==> src/rtl/dclab_pkg.sv <==
// Shared types and 7-segment constants for the up/down BCD counter.
// Segment vectors are active-low, bit0=a .. bit6=g.
package dclab_pkg;

  typedef logic [3:0] bcd_digit_t;

  localparam logic [6:0] SEG_BLANK = 7'b1111111;
  localparam logic [6:0] SEG_DASH  = 7'b0111111;

  localparam logic [6:0] SEG_DIGIT [10] = '{
    7'b1000000,  // 0
    7'b1111001,  // 1
    7'b0100100,  // 2
    7'b0110000,  // 3
    7'b0011001,  // 4
    7'b0010010,  // 5
    7'b0000010,  // 6
    7'b1111000,  // 7
    7'b0000000,  // 8
    7'b0010000   // 9
  };

  // Two-digit BCD encoding of a decimal value 0..99, used for the count limit.
  function automatic logic [7:0] to_bcd(input int unsigned value);
    return {4'(value / 10), 4'(value % 10)};
  endfunction

endpackage

==> src/rtl/bcd_to_7seg.sv <==
// Combinational BCD digit to active-low 7-segment decoder.
// Non-BCD codes cannot occur in the counter but show a dash if they ever do.
module bcd_to_7seg
  import dclab_pkg::*;
(
  input  bcd_digit_t  digit,
  output logic [6:0]  seg
);

  // NOTE: every path of a combinational block must assign its outputs; the
  // default arm guarantees that, so no latch is inferred.
  always_comb begin
    case (digit)
      4'd0:    seg = SEG_DIGIT[0];
      4'd1:    seg = SEG_DIGIT[1];
      4'd2:    seg = SEG_DIGIT[2];
      4'd3:    seg = SEG_DIGIT[3];
      4'd4:    seg = SEG_DIGIT[4];
      4'd5:    seg = SEG_DIGIT[5];
      4'd6:    seg = SEG_DIGIT[6];
      4'd7:    seg = SEG_DIGIT[7];
      4'd8:    seg = SEG_DIGIT[8];
      4'd9:    seg = SEG_DIGIT[9];
      default: seg = SEG_DASH;
    endcase
  end

endmodule

==> src/rtl/updown_bcd_counter.sv <==
// Two-digit BCD up/down counter driven by toggle-style plus/minus lines.
// Each level change is captured for one cycle, then applied with a registered event pulse.
module updown_bcd_counter
  import dclab_pkg::*;
#(
  parameter int unsigned MAX_COUNT = 99,
  parameter bit          WRAP      = 1'b1
) (
  input  logic       clk,
  input  logic       rst,
  input  logic       plus,
  input  logic       minus,
  output logic [7:0] count_bcd,
  output logic [6:0] hex0,
  output logic [6:0] hex1,
  output logic       up_evt,
  output logic       down_evt
);

  typedef enum logic {
    IDLE  = 1'b0,
    APPLY = 1'b1
  } req_state_t;

  localparam logic [7:0] MAX_BCD = to_bcd(MAX_COUNT);

  logic       plus_q;
  logic       minus_q;
  logic       inc_req;
  logic       dec_req;
  req_state_t inc_state;
  req_state_t dec_state;
  bcd_digit_t tens;
  bcd_digit_t units;
  bcd_digit_t inc_tens;
  bcd_digit_t inc_units;
  bcd_digit_t dec_tens;
  bcd_digit_t dec_units;
  logic       at_max;
  logic       at_zero;

  assign inc_req   = plus ^ plus_q;
  assign dec_req   = minus ^ minus_q;
  assign count_bcd = {tens, units};
  assign at_max    = (count_bcd == MAX_BCD);
  assign at_zero   = (count_bcd == 8'h00);

  // Per-digit BCD neighbours; tens never exceeds 9 because the limit is at most 99.
  always_comb begin
    inc_tens  = tens;
    inc_units = units + 4'd1;
    if (units == 4'd9) begin
      inc_units = 4'd0;
      inc_tens  = tens + 4'd1;
    end

    dec_tens  = tens;
    dec_units = units - 4'd1;
    if (units == 4'd0) begin
      dec_units = 4'd9;
      dec_tens  = tens - 4'd1;
    end
  end

  // NOTE: sequential state uses non-blocking assignments so every register
  // samples the pre-edge values, independent of statement order.
  always_ff @(posedge clk) begin
    if (rst) begin
      // Loading the live inputs makes a line resting at 1 look quiet on release.
      plus_q    <= plus;
      minus_q   <= minus;
      inc_state <= IDLE;
      dec_state <= IDLE;
      tens      <= 4'd0;
      units     <= 4'd0;
      up_evt    <= 1'b0;
      down_evt  <= 1'b0;
    end else begin
      plus_q    <= plus;
      minus_q   <= minus;
      inc_state <= inc_req ? APPLY : IDLE;
      dec_state <= dec_req ? APPLY : IDLE;
      up_evt    <= 1'b0;
      down_evt  <= 1'b0;

      // Opposite requests captured together cancel out.
      if (inc_state == APPLY && dec_state == IDLE) begin
        if (at_max) begin
          if (WRAP) begin
            tens   <= 4'd0;
            units  <= 4'd0;
            up_evt <= 1'b1;
          end
        end else begin
          tens   <= inc_tens;
          units  <= inc_units;
          up_evt <= 1'b1;
        end
      end else if (dec_state == APPLY && inc_state == IDLE) begin
        if (at_zero) begin
          if (WRAP) begin
            tens     <= MAX_BCD[7:4];
            units    <= MAX_BCD[3:0];
            down_evt <= 1'b1;
          end
        end else begin
          tens     <= dec_tens;
          units    <= dec_units;
          down_evt <= 1'b1;
        end
      end
    end
  end

  bcd_to_7seg u_seg_units (
    .digit (units),
    .seg   (hex0)
  );

  bcd_to_7seg u_seg_tens (
    .digit (tens),
    .seg   (hex1)
  );

endmodule

==> config.mk <==
export PLATFORM = sky130hd
export DESIGN_NAME = updown_bcd_counter
export DESIGN_NICKNAME = d
export VERILOG_FILES = /design/src/rtl/dclab_pkg.sv /design/src/rtl/bcd_to_7seg.sv /design/src/rtl/updown_bcd_counter.sv
export SDC_FILE = /design/constraint.sdc
export NUM_CORES = 1
export LEC_CHECK = 0
export ABC_AREA = 1
export CAP_MARGIN = 20
export CORE_MARGIN = 4
export CORE_UTILIZATION = 51
export CTS_BUF_LIST = sky130_fd_sc_hd__clkbuf_8
export DETAILED_ROUTE_END_ITERATION = 7
export DONT_BUFFER_PORTS = 1
export GPL_TIMING_DRIVEN = 0
export PLACE_DENSITY = 0.64
export SYNTH_ARGS = -nofsm -noshare
export SYNTH_HDL_FRONTEND = slang
export SYNTH_SLANG_ARGS = --single-unit
==> constraint.sdc <==
create_clock -name clk -period 3.7 [get_ports clk]
set_clock_uncertainty 0.1 [all_clocks]
set_input_delay 0.185 -clock clk [delete_from_list [all_inputs] [get_ports clk]]
set_output_delay 0.185 -clock clk [all_outputs]
set_load 0.02 [all_outputs]
==> results_dict.tcl <==
set metrics [dict create \
    status "complete, no violations" \
    min_path_type "primary input to flip-flop" \
    total_power_w 0.00107 \
    grt_antenna_before_repair 0 \
    nNetsFinal 252 \
    synth-compound-area-share 0.0613 \
    worst-path-buf-inv 4 \
    clk_pin_slew_ns 0.10 \
    routabilityCongestion 0.864 \
    reg2reg_slack_ns 1.17 \
    synth_largest_area_cell "dfxtp_1" \
    grt_max_degree 17 \
    fp.dieArea_mm2 0.00417 \
    worst_ep_arrival_time_ns 2.60 \
    ys_warn_count 0 \
    synth_top_family_by_area "simple AND/OR/NAND/NOR gates" \
    coreArea_mm2 0.00305 \
    comb_power_share 0.307 \
    drc 0 \
    cts_root_buf "clkbuf_8" \
    synthDominantCellAreaShare 0.343 \
    first_pass_iters 4 \
    period_share 0.683 \
    gr-total-overflow 0 \
    avgViaCountPerCell 4.87 \
    p_sw_w 0.000439 \
    synth_seq_cells 28 \
    hold_violations 0 \
    num_io_pins 28 \
    worst_slack_ns 1.17 \
    place_area_mm2 0.00169 \
    grt_pass1_wl_mm 5.36 \
    slowest_stage "dfxtp_1" \
    pwr-share-seq 0.468 \
    synthAdderAreaFrac 0.138 \
    drive_gt1_frac 0.127 \
    cts_tree "yes" \
    tns_ns 0 \
    numCtsBuffers 3 \
    synth_area_leaders "dfxtp_1 34%, ha_1 14%, nand2_1 13%, inv_1 7.6%, nand3_1 7.0%" \
    fillCellCount 296 \
    p_leak_nw 0.989 \
    internal_power_w 0.000630 \
    synthesis.nets 244 \
    wl_per_cell_um 11.7 \
    synth_seq_area_share 0.343 \
    die_w_um 64.6 \
    holdBufCountCts 3 \
    post_cts_buffers 0 \
    synth_area_per_cell_um2 7.36 \
    synth_xor_area_frac 0.0322 \
    n_antenna_cell 0 \
    final.min_clock_period_ns 2.53 \
    switching_share 0.411 \
    crit_family "simple AND/OR/NAND/NOR gates" \
    end_kind "flip-flop" \
    drv_slew 0 \
    routed_wirelength_mm 3.18 \
    synthesis.area_mm2 0.00163 \
    drv_cap 0 \
    post-place-ws_ns 1.18 \
    regArea_um2 561 \
    synth-simple-area-share 0.330 \
    worstPathRequired_ns 3.77 \
    h-tree-depth 1 \
    vias 1329 \
    tightest_slew_ns 0.456 \
    max_freq_mhz 396 \
    start_util 0.535 \
    setup_viol 0 \
    die_height_um 64.6 \
    post-route-cell-area_mm2 0.00179 \
    place.port_buffers 0 \
    path_cells "inv_1, ha_1, nand2_2, inv_1, nand2_1, nand2_1, nand2_1, nand2_1, nand2_1, nand2_2, inv_1, ha_1, inv_1, nand3_1, nand3_1, nand2_1" \
    crit_fanout 7 \
    peakVddDrop_mv 0.323 \
    cp_common_cell "nand2_1" \
    setup.worst_path.class "flip-flop to flip-flop" \
    slew_headroom 0.696 \
    cp-start-kind "flip-flop" \
    place_hpwl_mm 2.43 \
    clk_path_buf_depth 2 \
    synth.distinct_cells 23 \
    grt_util_all_layers 0.162 \
    slowest_delay_ns 0.52 \
    rows 20 \
    cts.sinks 28 \
    first_global_vias 1213 \
    drt_iter0_markers 56 \
    clkLatencyLatePin_ns 0.28 \
    synthMuxAreaShare 0 \
    clockPowerShare 0.225 \
    drtAntennaViolNets 0 \
    cts_resized 0 \
    synthToLayoutAreaGrowth_pct 9.58 \
    rsz0062_at_grt "false" \
    multi_input_area_um2 917 \
    postSynthCellCount 222 \
    p_per_area_mw_per_mm2 598 \
]
## cell usage after synthesis, drive strengths merged
| master | number |
|---|---|
| clkbuf | 2 |
| nand3 | 27 |
| xnor2 | 2 |
| o21ai | 5 |
| xor2 | 4 |
| dfxtp | 28 |
| nor2 | 16 |
| ha | 18 |
| a21oi | 12 |
| nand2 | 68 |
| nand4 | 1 |
| inv | 38 |
| buf | 1 |
## registers in the layout (all words and copies together), names as in the netlist
name	count
tens	4
u_seg_units.seg	7
down_evt	1
minus_q	1
inc_state	1
plus_q	1
up_evt	1
units	4
dec_state	1
u_seg_tens.seg	7
## power by group through the flow
stage / Combinational [W] / Clock (W) / Sequential, W
after global routing: 0.000381 / 0.000259 / 0.000509
after floorplan: 0.000270 / 0 / 0.000494
after CTS: 0.000331 / 0.000247 / 0.000502
after detailed placement: 0.000326 / 0 / 0.000508
after global placement: 0.000316 / 0 / 0.000509
final: 0.000328 / 0.000240 / 0.000501
## kinds of logic (layout without fill, tap and decap cells)
| logic type | after synthesis | count (layout) |
|---|---|---|
| fa+ha+maj | 18 | 18 |
| compound gates | 17 | 17 |
| simple gates | 112 | 112 |
| buf+inv | 41 | 48 |
| flops | 28 | 28 |
| xor+xnor | 6 | 6 |
## worst paths after layout
path,from,endpoint,cells after the start
max,units[0],u_seg_tens.seg[3],16
min,rst,inc_state,2
max reg2reg,units[0],u_seg_tens.seg[3],16
min reg2reg,minus_q,dec_state,2
## cells in the final DEF (no fill, tap or decap), drive strengths merged
master and instances:
buf 1, nand3 27, a21oi 12, dlygate4sd3 3
nand4 1, ha 18, o21ai 5, xor2 4
xnor2 2, inv 38, bufinv 1, nand2 68
dfxtp 28, nor2 16, clkbuf 5
## per-stage QoR
stage          hold WS, ns  utilization  instances
2_1_floorplan        0.113            -        222
3_3_place_gp         0.113        0.553        266
3_5_place_dp         0.113        0.553        266
4_1_cts              0.187        0.586        273
5_1_grt              0.217        0.586        273
6_report             0.179        0.586        273
## worst reg2reg max path: cells and delay by family, from the launching register on
kind | cells | cell delay, ns
buffers and inverters | 4 | 0.41
AND/OR/NAND/NOR | 10 | 0.86
adder cells (fa/ha/maj) | 2 | 0.53
flip-flops | 1 | 0.52
## layout make-up
class	count	share of cell area
plain buffers	3	0.00699
clock buffers	3	0.0231
clock inverters	1	0.0168
inverters	38	0.0797
multi-input cells	153	0.513
flip-flops and latches	28	0.313
well taps	44	0.0308
repair buffers	3	0.0168
## layer usage
layer | vias to the layer above | share of wire | global-route usage | wire (um)
li1 | 698 | - | - | -
met1 | 592 | 0.45 | 0.189 | 1420
met2 | 32 | 0.47 | 0.282 | 1510
met3 | 7 | 0.061 | 0.0485 | 194
met4 | 0 | 0.017 | 0.0554 | 53
met5 | - | 0 | 0 | 0
Note: power is estimated with default switching activity, not from simulation.
